**config.mk**
```make
export PLATFORM = sky130hd
export DESIGN_NAME = fetch_unit_flat
export DESIGN_NICKNAME = d
export VERILOG_FILES = /design/src/rtl/fetch_pkg.sv /design/src/rtl/fetch_if.sv /design/src/rtl/fetch_buffer.sv /design/src/rtl/fetch_unit.sv /design/src/flat_wrapper.sv
export SDC_FILE = /design/constraint.sdc
export NUM_CORES = 1
export LEC_CHECK = 0
export CAP_MARGIN = 20
export CORE_MARGIN = 2
export CORE_UTILIZATION = 35
export CTS_CLUSTER_DIAMETER = 30
export DETAILED_ROUTE_END_ITERATION = 8
export GPL_TIMING_DRIVEN = 0
export SLEW_MARGIN = 20
export SYNTH_ARGS = -nofsm -noshare
export SYNTH_HDL_FRONTEND = slang
export SYNTH_SLANG_ARGS = --single-unit
```
**constraint.sdc**
```tcl
create_clock -name clk -period 7.45 [get_ports clk]
set_clock_uncertainty 0.1 [all_clocks]
set_input_delay 2.235 -clock clk [delete_from_list [all_inputs] [get_ports clk]]
set_output_delay 2.235 -clock clk [all_outputs]
set_load 0.02 [all_outputs]
```
**src/rtl/fetch_pkg.sv**
```systemverilog
// Shared types and constants for the instruction fetch unit.
package fetch_pkg;

    typedef enum logic [0:0] {
        RUN  = 1'b0,
        HALT = 1'b1
    } fetch_state_t;

    typedef struct packed {
        logic [31:0] pc;
        logic [31:0] instr;
    } fetch_entry_t;

    localparam logic [31:0] INSTR_EBREAK = 32'h0010_0073;
    localparam logic [31:0] PC_STEP      = 32'd4;

endpackage

```
**src/rtl/fetch_if.sv**
```systemverilog
// ROM, redirect and decode-side signals of the fetch unit.
interface fetch_if #(
    parameter int unsigned ADDRESS_WIDTH = 20
);
    logic [ADDRESS_WIDTH-1:0] rom_addr;
    logic [31:0]              rom_rdata;
    logic                     redirect;
    logic [31:0]              redirect_pc;
    logic                     out_valid;
    logic                     out_ready;
    logic [31:0]              out_instr;
    logic [31:0]              out_pc;
    logic [31:0]              out_pc_plus4;
    logic                     halted;

    // Fetch unit side.
    modport master (
        output rom_addr,
        input  rom_rdata,
        input  redirect,
        input  redirect_pc,
        output out_valid,
        input  out_ready,
        output out_instr,
        output out_pc,
        output out_pc_plus4,
        output halted
    );

    // ROM / pipeline-control / decode side.
    modport slave (
        input  rom_addr,
        output rom_rdata,
        output redirect,
        output redirect_pc,
        input  out_valid,
        output out_ready,
        input  out_instr,
        input  out_pc,
        input  out_pc_plus4,
        input  halted
    );

endinterface

```
**src/rtl/fetch_buffer.sv**
```systemverilog
// Two-entry FIFO of {pc, instr}; push when full and pop when empty are ignored.
module fetch_buffer
    import fetch_pkg::*;
(
    input  logic         clk,
    input  logic         rst,
    input  logic         i_flush,
    input  logic         i_push,
    input  logic         i_pop,
    input  fetch_entry_t i_entry,
    output fetch_entry_t o_head,
    output logic [1:0]   o_count,
    output logic         o_full,
    output logic         o_empty
);

    fetch_entry_t r_mem [2];
    logic         r_wr_ptr;
    logic         r_rd_ptr;
    logic [1:0]   r_count;
    logic         w_push;
    logic         w_pop;

    // Guard the raw requests against overflow and underflow.
    always_comb begin
        o_full  = (r_count == 2'd2);
        o_empty = (r_count == 2'd0);
        w_push  = i_push && !o_full;
        w_pop   = i_pop && !o_empty;
        o_count = r_count;
        o_head  = r_mem[r_rd_ptr];
    end

    // Storage, pointers and occupancy; flush clears contents as well as count.
    always_ff @(posedge clk) begin
        if (rst || i_flush) begin
            for (int i = 0; i < 2; i++) begin
                r_mem[i] <= '0;
            end
            r_wr_ptr <= 1'b0;
            r_rd_ptr <= 1'b0;
            r_count  <= 2'd0;
        end else begin
            if (w_push) begin
                r_mem[r_wr_ptr] <= i_entry;
                r_wr_ptr        <= ~r_wr_ptr;
            end
            if (w_pop) begin
                r_rd_ptr <= ~r_rd_ptr;
            end
            r_count <= r_count + 2'(w_push) - 2'(w_pop);
        end
    end

endmodule

```
**src/rtl/fetch_unit.sv**
```systemverilog
// Instruction fetch: PC register, RUN/HALT control and a 2-deep decode buffer.
module fetch_unit
    import fetch_pkg::*;
#(
    parameter int unsigned ADDRESS_WIDTH = 20,
    parameter logic [31:0] RESET_PC      = 32'h0000_0000
) (
    input  logic   clk,
    input  logic   rst,
    fetch_if.master io_bus
);

    logic [31:0]  r_pc;
    fetch_state_t r_state;
    fetch_state_t w_state_next;
    logic         w_fetch;
    logic         w_is_ebreak;
    logic         w_pop;
    fetch_entry_t w_push_entry;
    fetch_entry_t w_head;
    logic [1:0]   w_count;
    logic         w_full;
    logic         w_empty;
    logic [1:0]   w_unused_pc_lsb;

    // Fetch/pop decisions; redirect suppresses both.
    always_comb begin
        w_is_ebreak     = (io_bus.rom_rdata == INSTR_EBREAK);
        w_fetch         = (r_state == RUN) && !io_bus.redirect && (w_count < 2'd2);
        w_pop           = io_bus.out_ready && !io_bus.redirect;
        w_push_entry    = '{pc: r_pc, instr: io_bus.rom_rdata};
        w_unused_pc_lsb = io_bus.redirect_pc[1:0];
    end

    // FSM next state: EBREAK fetch halts, any redirect resumes.
    always_comb begin
        w_state_next = r_state;
        if (io_bus.redirect) begin
            w_state_next = RUN;
        end else if (w_fetch && w_is_ebreak) begin
            w_state_next = HALT;
        end
    end

    // FSM state register.
    always_ff @(posedge clk) begin
        if (rst) begin
            r_state <= RUN;
        end else begin
            r_state <= w_state_next;
        end
    end

    // PC: redirect target, else step past each non-EBREAK fetch.
    always_ff @(posedge clk) begin
        if (rst) begin
            r_pc <= RESET_PC;
        end else if (io_bus.redirect) begin
            r_pc <= {io_bus.redirect_pc[31:2], 2'b00};
        end else if (w_fetch && !w_is_ebreak) begin
            r_pc <= r_pc + PC_STEP;
        end
    end

    fetch_buffer u_buffer (
        .clk     (clk),
        .rst     (rst),
        .i_flush (io_bus.redirect),
        .i_push  (w_fetch),
        .i_pop   (w_pop),
        .i_entry (w_push_entry),
        .o_head  (w_head),
        .o_count (w_count),
        .o_full  (w_full),
        .o_empty (w_empty)
    );

    // Output drive from the PC and the buffer head.
    always_comb begin
        io_bus.rom_addr     = r_pc[ADDRESS_WIDTH-1:0];
        io_bus.out_valid    = !w_empty;
        io_bus.out_instr    = w_head.instr;
        io_bus.out_pc       = w_head.pc;
        io_bus.out_pc_plus4 = w_head.pc + PC_STEP;
        io_bus.halted       = (r_state == HALT);
    end

    // Fullness is already folded into w_count; keep the flag for waveform debug.
    logic w_unused_full;
    assign w_unused_full = w_full;

endmodule
```
**src/flat_wrapper.sv**
```systemverilog
// flat-port wrapper written by rule: the top's interface ports become plain ports
module fetch_unit_flat import fetch_pkg::*;
#(
    parameter int unsigned ADDRESS_WIDTH = 20,
    parameter logic [31:0] RESET_PC      = 32'h0000_0000
)
  (clk, rst, io_bus_rom_addr, io_bus_rom_rdata, io_bus_redirect, io_bus_redirect_pc, io_bus_out_valid, io_bus_out_ready, io_bus_out_instr, io_bus_out_pc, io_bus_out_pc_plus4, io_bus_halted);
  fetch_if #(.ADDRESS_WIDTH(ADDRESS_WIDTH)) io_bus_i ();
  input  logic clk;
  input  logic rst;
  output wire logic [$bits(io_bus_i.rom_addr)-1:0] io_bus_rom_addr;
  input wire logic [$bits(io_bus_i.rom_rdata)-1:0] io_bus_rom_rdata;
  input wire logic [$bits(io_bus_i.redirect)-1:0] io_bus_redirect;
  input wire logic [$bits(io_bus_i.redirect_pc)-1:0] io_bus_redirect_pc;
  output wire logic [$bits(io_bus_i.out_valid)-1:0] io_bus_out_valid;
  input wire logic [$bits(io_bus_i.out_ready)-1:0] io_bus_out_ready;
  output wire logic [$bits(io_bus_i.out_instr)-1:0] io_bus_out_instr;
  output wire logic [$bits(io_bus_i.out_pc)-1:0] io_bus_out_pc;
  output wire logic [$bits(io_bus_i.out_pc_plus4)-1:0] io_bus_out_pc_plus4;
  output wire logic [$bits(io_bus_i.halted)-1:0] io_bus_halted;
  assign io_bus_rom_addr = io_bus_i.rom_addr;
  assign io_bus_i.rom_rdata = io_bus_rom_rdata;
  assign io_bus_i.redirect = io_bus_redirect;
  assign io_bus_i.redirect_pc = io_bus_redirect_pc;
  assign io_bus_out_valid = io_bus_i.out_valid;
  assign io_bus_i.out_ready = io_bus_out_ready;
  assign io_bus_out_instr = io_bus_i.out_instr;
  assign io_bus_out_pc = io_bus_i.out_pc;
  assign io_bus_out_pc_plus4 = io_bus_i.out_pc_plus4;
  assign io_bus_halted = io_bus_i.halted;
  fetch_unit #(.ADDRESS_WIDTH(ADDRESS_WIDTH), .RESET_PC(RESET_PC)) u_core (.clk(clk), .rst(rst), .io_bus(io_bus_i));
endmodule
```
=== Yosys cells after proc, flatten, opt, wreduce, memory -nomap -nowiden ===
Memory sizes are Yosys's and may differ from the RTL's. A register that Yosys moved wholly into a read port is not among the register bits.
Cells that the tools add are included.
Widths: inputs -> output; s select.

* Output and inout bits: 118
* Memory bits (writable): 128
* Memories kept: 1
* Flip-flop bits (word level): 37

{| class="wikitable"
|+ Memories
! name !! words !! bits a word !! read ports !! clocked after Yosys merged registers in !! wr ports !! line !! source
|-
| u_core.u_buffer.r_mem || 2 || 64 || 1 || 1 || 2 || fetch_buffer.sv:17 || <nowiki>fetch_entry_t r_mem [2];</nowiki>
|}

* Add/sub/neg operators: 4
* Equality and inequality tests: 2
* Reduce and logical (&&, ||, !) cells: 16
* Bitwise operators: 3
* Order comparisons: 1
* Multiplexer cells: 12

{| class="wikitable"
|+ Operators by type and width
! kind !! number
|-
| $add 32x3->32 const B || 2
|-
| $mux 32 || 2
|-
| $mux 64 || 1
|-
| $reduce_or 64->1 || 1
|-
| $eq 32x21->1 const B || 1
|-
| $mux 1 || 9
|-
| $logic_and 1x1->1 || 7
|-
| $logic_not 1->1 || 4
|-
| $not 1->1 || 3
|-
| $add 2x1->2 || 1
|-
| $eq 2x2->1 const B || 1
|-
| $logic_not 2->1 || 1
|-
| $lt 2x2->1 const B || 1
|-
| $reduce_bool 2->1 || 1
|-
| $reduce_or 2->1 || 1
|-
| $sub 2x1->2 || 1
|-
| $logic_or 1x1->1 || 1
|}

=== Logic depth before layout (Yosys ltp) ===
Gate-level depths: netlist (run 1).

* Depth in word-level cells: 9
* Gate-level depth with buffers: 12
* Mapped depth without buffers: 9

=== By module ===
Synthesis (run 1) repeated with hierarchy kept, for this count alone.

* Cells, all modules: 717
* Area total of the unflattened synthesis: 8511.9 um^2

{| class="wikitable"
|+ Modules (own cells, without submodules)
! module !! cells each !! area an instance (um^2) !! times used !! seq. area each (um^2)
|-
| fetch_buffer || 382 || 5825.6 || 1 || 3943.8
|-
| fetch_unit || 335 || 2686.3 || 1 || 620.6
|}

=== Worst setup path before layout (run 1) ===
Ideal clock, no wire load.

* Path type: register to register
* Start point: register u_core.r_state (netlist: u_core.io_bus.halted)
* End point: memory u_core.u_buffer.r_mem[0][0] in the netlist's numbering (enable)
* Path slack: 1.540 ns
* Library setup time: 0.568 ns
* Arrival: 5.243 ns
* Period minus slack after synthesis: 5.910 ns
* Data required time: 6.782 ns
* Cell stages (with the launch flop): 4
* Path through: dfxtp_1 or2_2 clkbuf_1 o21ai_0

{| class="wikitable"
|+ RTL lines
! item !! line !! source
|-
| start, declared || fetch_unit.sv:14 || <nowiki>fetch_state_t r_state;</nowiki>
|-
| start signal, assigned || fetch_unit.sv:50 || <nowiki>r_state <= w_state_next;</nowiki>
|-
| end, declared || fetch_buffer.sv:17 ||
|}

==> results.sh, run 1 <==
export IMPL_yosysTopAreaCell="edfxtp_1"
export IMPL_numCtsBuffers=17
export IMPL_num_vias=6333
export IMPL_clkSinkCount=160
export IMPL_maxCapViolations=0
export IMPL_clk_path_buf_depth=2
export IMPL_viasPerCell=4.99
export IMPL_routedWlPerCell_um=18.0
export IMPL_dp_hpwl_um=17000
export IMPL_ys_seq_area_share_pct=53.4
export IMPL_postSynth_asyncResetShare_pct=0
export IMPL_synth_seq_cells=160
export IMPL_insertion_delay_ps=430
export IMPL_reg2reg_setup_slack_ps=4700
export IMPL_rr_endpoint="u_core.u_buffer.r_mem[0][25]"
export IMPL_finalSetupViolations=0
export IMPL_crit_path_end_kind="output port"
export IMPL_critPathMaxFanout=19
export IMPL_holdCritPathClass="reg -> reg"
export IMPL_synth_distinct_cells=59
export IMPL_synth_edf_count=124
export IMPL_syn_inst=735
export IMPL_path_class="reg -> out"
export IMPL_tightest_slew_ps=676
export IMPL_critPathLaunchType="register"
export IMPL_max_freq_mhz=147
export IMPL_layout_cells_non_filler=1270
export IMPL_cts_tree="built"
export IMPL_synth_area_leaders="edfxtp_1 (45%), and2_1 (9.1%), dfxtp_1 (8.7%), mux2_2 (6.6%), buf_4 (2.3%)"
export IMPL_synth_top_area_share_pct=44.7
export IMPL_cp_common_cell="buf_2"
export IMPL_p_per_area_mw_per_mm2=204
export IMPL_start_util_pct=35.6
export IMPL_port_buffers=177
export IMPL_clk_pin_slew_ps=70
export IMPL_final_area_sq_mm=0.0112
export IMPL_core_area_sq_mm=0.0234
export IMPL_grt_overflow_total=0
export IMPL_cts_root_buf="clkbuf_16"
export IMPL_drc_errors=0
export IMPL_antenna_left=0
export IMPL_n_fill_cell=2193
export IMPL_hold_buffers=0
export IMPL_cpMaxStageDelayCell="clkdlybuf4s50_1"
export IMPL_antenna_found_initial=0
export IMPL_yosysWarnings=0
export IMPL_max_stage_delay_ps=620
export IMPL_cp_data_required_time_ps=5120
export IMPL_firstDrtPassIters=5
export IMPL_syn2layout_area_growth_pct=35.0
export IMPL_grt_pass1_wl_um=34600
export IMPL_grt_pass1_vias=6045
export IMPL_finalSetupTns_ps=0
export IMPL_setup_worst_path_end="io_bus_out_pc_plus4[28]"
export IMPL_dpl_cell_count=1240
export IMPL_hold_violations=0
export IMPL_grt_max_degree=33
export IMPL_gp_congestion=0.818
export IMPL_drt_first_iter_violations=466
export IMPL_path_cells="buf_2 -> buf_2 -> buf_2 -> mux2i_1 -> inv_1 -> ha_1 -> inv_1 -> a211oi_2 -> nand3_1 -> a2111oi_2 -> xor2_1 -> clkdlybuf4s50_1"
export IMPL_reg2reg_from="u_core.io_bus.halted"
export IMPL_boundaryPins=186
export IMPL_grt_setup_unrepaired="false"
export IMPL_grt_use_total_pct=18.6
export IMPL_finalCritPeriodShare_pct=91.2
export IMPL_drv_slew=0
export IMPL_max_vdd_ir_drop_v=0.000144
export IMPL_drt_wl_total_um=22900
export IMPL_syn_avg_cell_area_sq_um=11.3
export IMPL_outcome="completed"
export IMPL_diodes=0
export IMPL_placementRows=56
export IMPL_layout_drive_gt1_share_pct=14.2
export IMPL_dieArea_sq_mm=0.0250
export IMPL_dieHeight_um=158
export IMPL_leakagePower_nw=4.32
export IMPL_die_width_um=158
export IMPL_crit_arrival_ps=4460
export IMPL_nets=1011
export IMPL_slew_headroom_pct=53.7
export IMPL_synth_flop_cell="edfxtp_1"
export IMPL_htreeDepth=4
export IMPL_netlist_area_sq_mm=0.00832
export IMPL_layout_min_cycle_time_ps=6790
export IMPL_placed_area_sq_mm=0.0106
export IMPL_reg2regPathDepth=6
-- stage by stage --
step | total power, W | hold WS, ps | setup slack, ps | utilization [%]
after global placement | 0.00140 | 389 | -1210 | 44.9
after CTS | 0.00230 | 411 | 91.8 | 48.0
after detailed placement | 0.00140 | 389 | 569 | 45.4
after global routing | 0.00236 | 457 | 295 | 48.0
after floorplan | 0.00123 | 372 | 1540 | -
final | 0.00229 | 405 | 656 | 48.0
-- cells in the mapped netlist (7+ instances only) --
cell type / number
buf_4: 25
a21oi_1: 7
mux2_2: 49
or4_1: 7
dfxtp_1: 36
buf_2: 12
nand4_1: 14
nor4_1: 18
a211oi_1: 9
and2_1: 121
clkbuf_1: 26
nand2_1: 39
nor3_1: 11
nand3_1: 15
nor2_1: 43
xor2_1: 17
inv_1: 21
o21ai_0: 11
o31ai_1: 7
edfxtp_1: 124
a311oi_1: 11
mux2i_1: 18
xnor2_1: 20
-- metal layers --
| metal | GRT usage, % | up-vias | wire length, um |
|---|---|---|---|
| li1 | - | 3066 | - |
| met1 | 25.6 | 3039 | 10500 |
| met2 | 29.9 | 201 | 10700 |
| met3 | 3.48 | 27 | 1300 |
| met4 | 5.41 | 0 | 361 |
| met5 | 0 | - | 0 |
-- how the worst min path moves through the flow --
stage | startpoint | endpoint | cells after the start
5_1_grt | u_core.u_buffer.r_rd_ptr | u_core.u_buffer.r_rd_ptr | 2
3_5_place_dp | u_core.u_buffer.r_rd_ptr | register | 2
2_1_floorplan | u_core.u_buffer.r_rd_ptr | register | 2
6_report | u_core.u_buffer.r_rd_ptr | u_core.u_buffer.r_rd_ptr | 2
4_1_cts | u_core.u_buffer.r_rd_ptr | u_core.u_buffer.r_rd_ptr | 2
3_3_place_gp | u_core.u_buffer.r_rd_ptr | u_core.u_buffer.r_rd_ptr | 2
-- power by group --
group | internal, W | switching (W) | leakage (nW)
Combinational | 0.000161 | 0.000165 | 2.30
Sequential | 0.00101 | 0.0000415 | 1.74
Clock | 0.000531 | 0.000373 | 0.285
Total | 0.00171 | 0.000580 | 4.32
-- repair_timing --
action / 4_1_cts / 5_1_grt
buffers inserted: 0 / 0
endpoints found under the setup margin: 0 / 3
resized for setup: 0 / 0
endpoints found under the hold margin: 0 / 0
-- critical path: cells and delay by family, from the launching register on --
kind	cells	cell delay, ps
mux	1	170
compound gates	2	870
simple gates	1	380
fa+ha+maj	1	220
buf+inv	6	1860
xor+xnor	1	170
flops	1	340
-- layout by cell type (no fill, tap or decap), drive strengths merged, types with 5 or more instances in the layout --
master	count
or4	7
dfxtp	36
o21ai	12
conb	6
nand2b	6
nor2	43
a21oi	7
nand2	39
o31ai	7
a211oi	11
clkdlybuf4s50	177
nand3	16
and2	121
buf	42
and3	6
edfxtp	124
nor3	11
nand4b	6
xor2	17
xnor2	20
clkbuf	43
inv	26
o211ai	5
mux2	49
nand4	16
a311oi	11
nor4	20
mux2i	18
-- layout make-up --
class | count | area (sq um) | share of cell area [%]
inverters | 22 | 82.6 | 0.735
clock inverters | 14 | 180 | 1.60
clock buffers | 17 | 425 | 3.79
well taps | 319 | 399 | 3.55
plain buffers | 64 | 357 | 3.17
flip-flops and latches | 160 | 4440 | 39.6
repair buffers | 181 | 1870 | 16.7
multi-input cells | 493 | 3470 | 30.9
-- sequential cells by signal (all words and copies together), names as in the netlist, named ones only --
signal                    count
u_core.io_bus.halted          1
u_core.r_pc                  30
u_core.u_buffer.o_count       2
u_core.u_buffer.r_mem       124
u_core.u_buffer.r_rd_ptr      1
u_core.u_buffer.r_wr_ptr      1
-- cell families after synthesis --
family                     count (synthesis)  synth area share, %
DFF                                      160                 53.4
muxes                                     67                 8.80
and+or+nand+nor                          304                 21.1
adders and majority gates                  4                0.601
xor gates and xnor gates                  37                 3.89
other                                      1               0.0451
buffers and inverters                     87                 5.32
AOI/OAI and AO/OA                         75                 6.83
Power figures use the tool's default switching activity.
==> run 2, diff against run 1 <==
--- a/config.mk
+++ b/config.mk
@@ -8,6 +8,7 @@
 export CAP_MARGIN = 20
 export CORE_MARGIN = 2
 export CORE_UTILIZATION = 35
+export CTS_BUF_LIST = sky130_fd_sc_hd__clkbuf_8
 export CTS_CLUSTER_DIAMETER = 30
 export DETAILED_ROUTE_END_ITERATION = 8
 export GPL_TIMING_DRIVEN = 0
==> run 2 against run 1 <==
Effect of this change: clock power decreased by 25%; routed wire length barely moved; register-to-register slack worse by 70 ps; critical path type unchanged; combinational power about the same; global-route usage shrank 0.14 points; critical endpoint unchanged; sequential power barely moved; die area stayed put; cell count did not move; sequential share of layout area up 0.69 points; first-iteration DRC count fell by 4.5%.
==> results.sh, run 2 (synthesized netlist as in run 1, its figures left out) <==
export IMPL_diodes=0
export IMPL_path_delay_family="buffers and inverters"
export IMPL_seqPwrFrac_pct=51.2
export IMPL_placementRows=56
export IMPL_post_cts_setup_buffer_count=0
export IMPL_largest_reg_flops=124
export IMPL_drc_errors=0
export IMPL_cp_common_cell="buf_2"
export IMPL_numCtsBuffers=17
export IMPL_critPathLaunchType="register"
export IMPL_netSwitchingFraction_pct=26.8
export IMPL_crit_arrival_ps=4510
export IMPL_cp_num_buf_inv=6
export IMPL_cpMaxStageDelayCell="clkdlybuf4s50_1"
export IMPL_crit_path_end_kind="output port"
export IMPL_dieHeight_um=158
export IMPL_clkPwrFrac_pct=33.0
export IMPL_clk_path_buf_depth=2
export IMPL_core_area_sq_mm=0.0234
export IMPL_tightest_slew_ps=664
export IMPL_num_vias=6320
export IMPL_finalSetupViolations=0
export IMPL_top_register="u_core.u_buffer.r_mem"
export IMPL_dieArea_sq_mm=0.0250
export IMPL_layout_drive_gt1_share_pct=14.2
export IMPL_drv_slew=0
export IMPL_clk_pin_slew_ps=100
export IMPL_dpl_cell_count=1240
export IMPL_p_comb_share_pct=15.8
export IMPL_grt_max_degree=33
export IMPL_antenna_found_initial=0
export IMPL_maxCapViolations=0
export IMPL_drt_wl_total_um=22900
export IMPL_holdCritPathClass="reg -> reg"
export IMPL_fin_ws_ps=607
export IMPL_leakagePower_nw=4.23
export IMPL_path_cells="buf_2 -> buf_2 -> buf_2 -> mux2i_1 -> inv_1 -> ha_1 -> inv_1 -> a211oi_2 -> nand3_1 -> a2111oi_2 -> xor2_1 -> clkdlybuf4s50_1"
export IMPL_hold_violations=0
export IMPL_place_ws_ps=569
export IMPL_power_switching_w=0.000553
export IMPL_dp_hpwl_um=17000
export IMPL_layout_cells_non_filler=1270
export IMPL_grt_setup_unrepaired="false"
export IMPL_cts_root_buf="clkbuf_8"
export IMPL_gp_congestion=0.818
export IMPL_grt_use_total_pct=18.5
export IMPL_grt_pass1_wl_um=34300
export IMPL_clkSinkCount=160
export IMPL_slew_headroom_pct=54.5
export IMPL_finalCritPeriodShare_pct=91.9
export IMPL_viasPerCell=4.98
export IMPL_reg2reg_setup_slack_ps=4630
export IMPL_layout_commonest_cell="clkdlybuf4s50_1"
export IMPL_routedWlPerCell_um=18.0
export IMPL_path_class="reg -> out"
export IMPL_syn2layout_area_growth_pct=32.7
export IMPL_finalSetupTns_ps=0
export IMPL_max_vdd_ir_drop_v=0.000120
export IMPL_cp_data_required_time_ps=5120
export IMPL_cts_tree="built"
export IMPL_p_per_area_mw_per_mm2=187
export IMPL_antenna_left=0
export IMPL_critPathMaxFanout=19
export IMPL_holdCritStartpoint="u_core.u_buffer.r_rd_ptr"
export IMPL_grt_overflow_total=0
export IMPL_die_width_um=158
export IMPL_max_freq_mhz=146
export IMPL_p_int_w=0.00151
export IMPL_mostFrequentLayoutCells="clkdlybuf4s50_1 (177), edfxtp_1 (124), and2_1 (121)"
export IMPL_reg2reg_from="u_core.io_bus.halted"
export IMPL_htreeDepth=4
export IMPL_max_stage_delay_ps=620
export IMPL_boundaryPins=186
export IMPL_port_buffers=177
export IMPL_insertion_delay_ps=460
export IMPL_layout_min_cycle_time_ps=6840
export IMPL_start_util_pct=35.6
export IMPL_grt_pass1_vias=6006
export IMPL_n_fill_cell=2218
export IMPL_nets=1011
export IMPL_drt_first_iter_violations=445
export IMPL_fin_util_pct=47.2
export IMPL_firstDrtPassIters=5
export IMPL_cts_resized=0
export IMPL_outcome="completed"
[run 2: area by class of cell]
class | instances | area, sq um | share of cell area [%]
Multi-Input combinational cell | 493 | 3470 | 31.4
Clock inverter | 14 | 180 | 1.63
Buffer | 64 | 357 | 3.23
Clock buffer | 17 | 234 | 2.12
Sequential cell | 160 | 4440 | 40.2
Tap cell | 319 | 399 | 3.61
Inverter | 22 | 82.6 | 0.748
Timing Repair Buffer | 181 | 1870 | 17.0
[run 2: power by group through the flow]
stage | Combinational [W] | Sequential [W] | Clock (W)
CTS | 0.000329 | 0.00105 | 0.000693
finish | 0.000326 | 0.00106 | 0.000681
global route | 0.000349 | 0.00106 | 0.000722
global placement | 0.000320 | 0.00108 | 0
detailed placement | 0.000328 | 0.00108 | 0
floorplan | 0.000171 | 0.00106 | 0
[run 2: metrics by stage]
stage	total power [W]	area, sq um	hold WS, ps
final	0.00206	11000	414
after CTS	0.00208	11000	417
after detailed placement	0.00140	10600	389
after floorplan	0.00123	8340	372
after global routing	0.00213	11000	465
after global placement	0.00140	10500	389
[run 2: worst paths after layout]
kind,to,depth (start not counted)
max,io_bus_out_pc_plus4[28],12
min reg2reg,u_core.u_buffer.r_rd_ptr,2
max reg2reg,u_core.u_buffer.r_mem[0][25],6
min,u_core.u_buffer.r_rd_ptr,2
[run 2: what timing repair did]
| action | CTS | global route |
|---|---|---|
| hold buffers | 0 | 0 |
| hold endpoints to repair | 0 | 0 |
| endpoints found under the setup margin | 0 | 4 |
[run 2: worst reg2reg max path, cell delays in order, from the launching register on]
cell,delay [ps]
dfxtp_1,360
or2_2,300
clkbuf_1,230
nor3_1,630
clkbuf_1,450
clkbuf_1,420
and2_1,200
[run 2: metal layers]
layer / vias to the layer above / part of all wire (%) / track usage [%] / wire length [um]
met5: - / 0 / 0 / 0
met4: 0 / 1.7 / 5.66 / 378
met3: 28 / 6.1 / 3.15 / 1390
met2: 226 / 47 / 29.7 / 10700
met1: 3008 / 46 / 25.5 / 10400
li1: 3058 / - / - / -
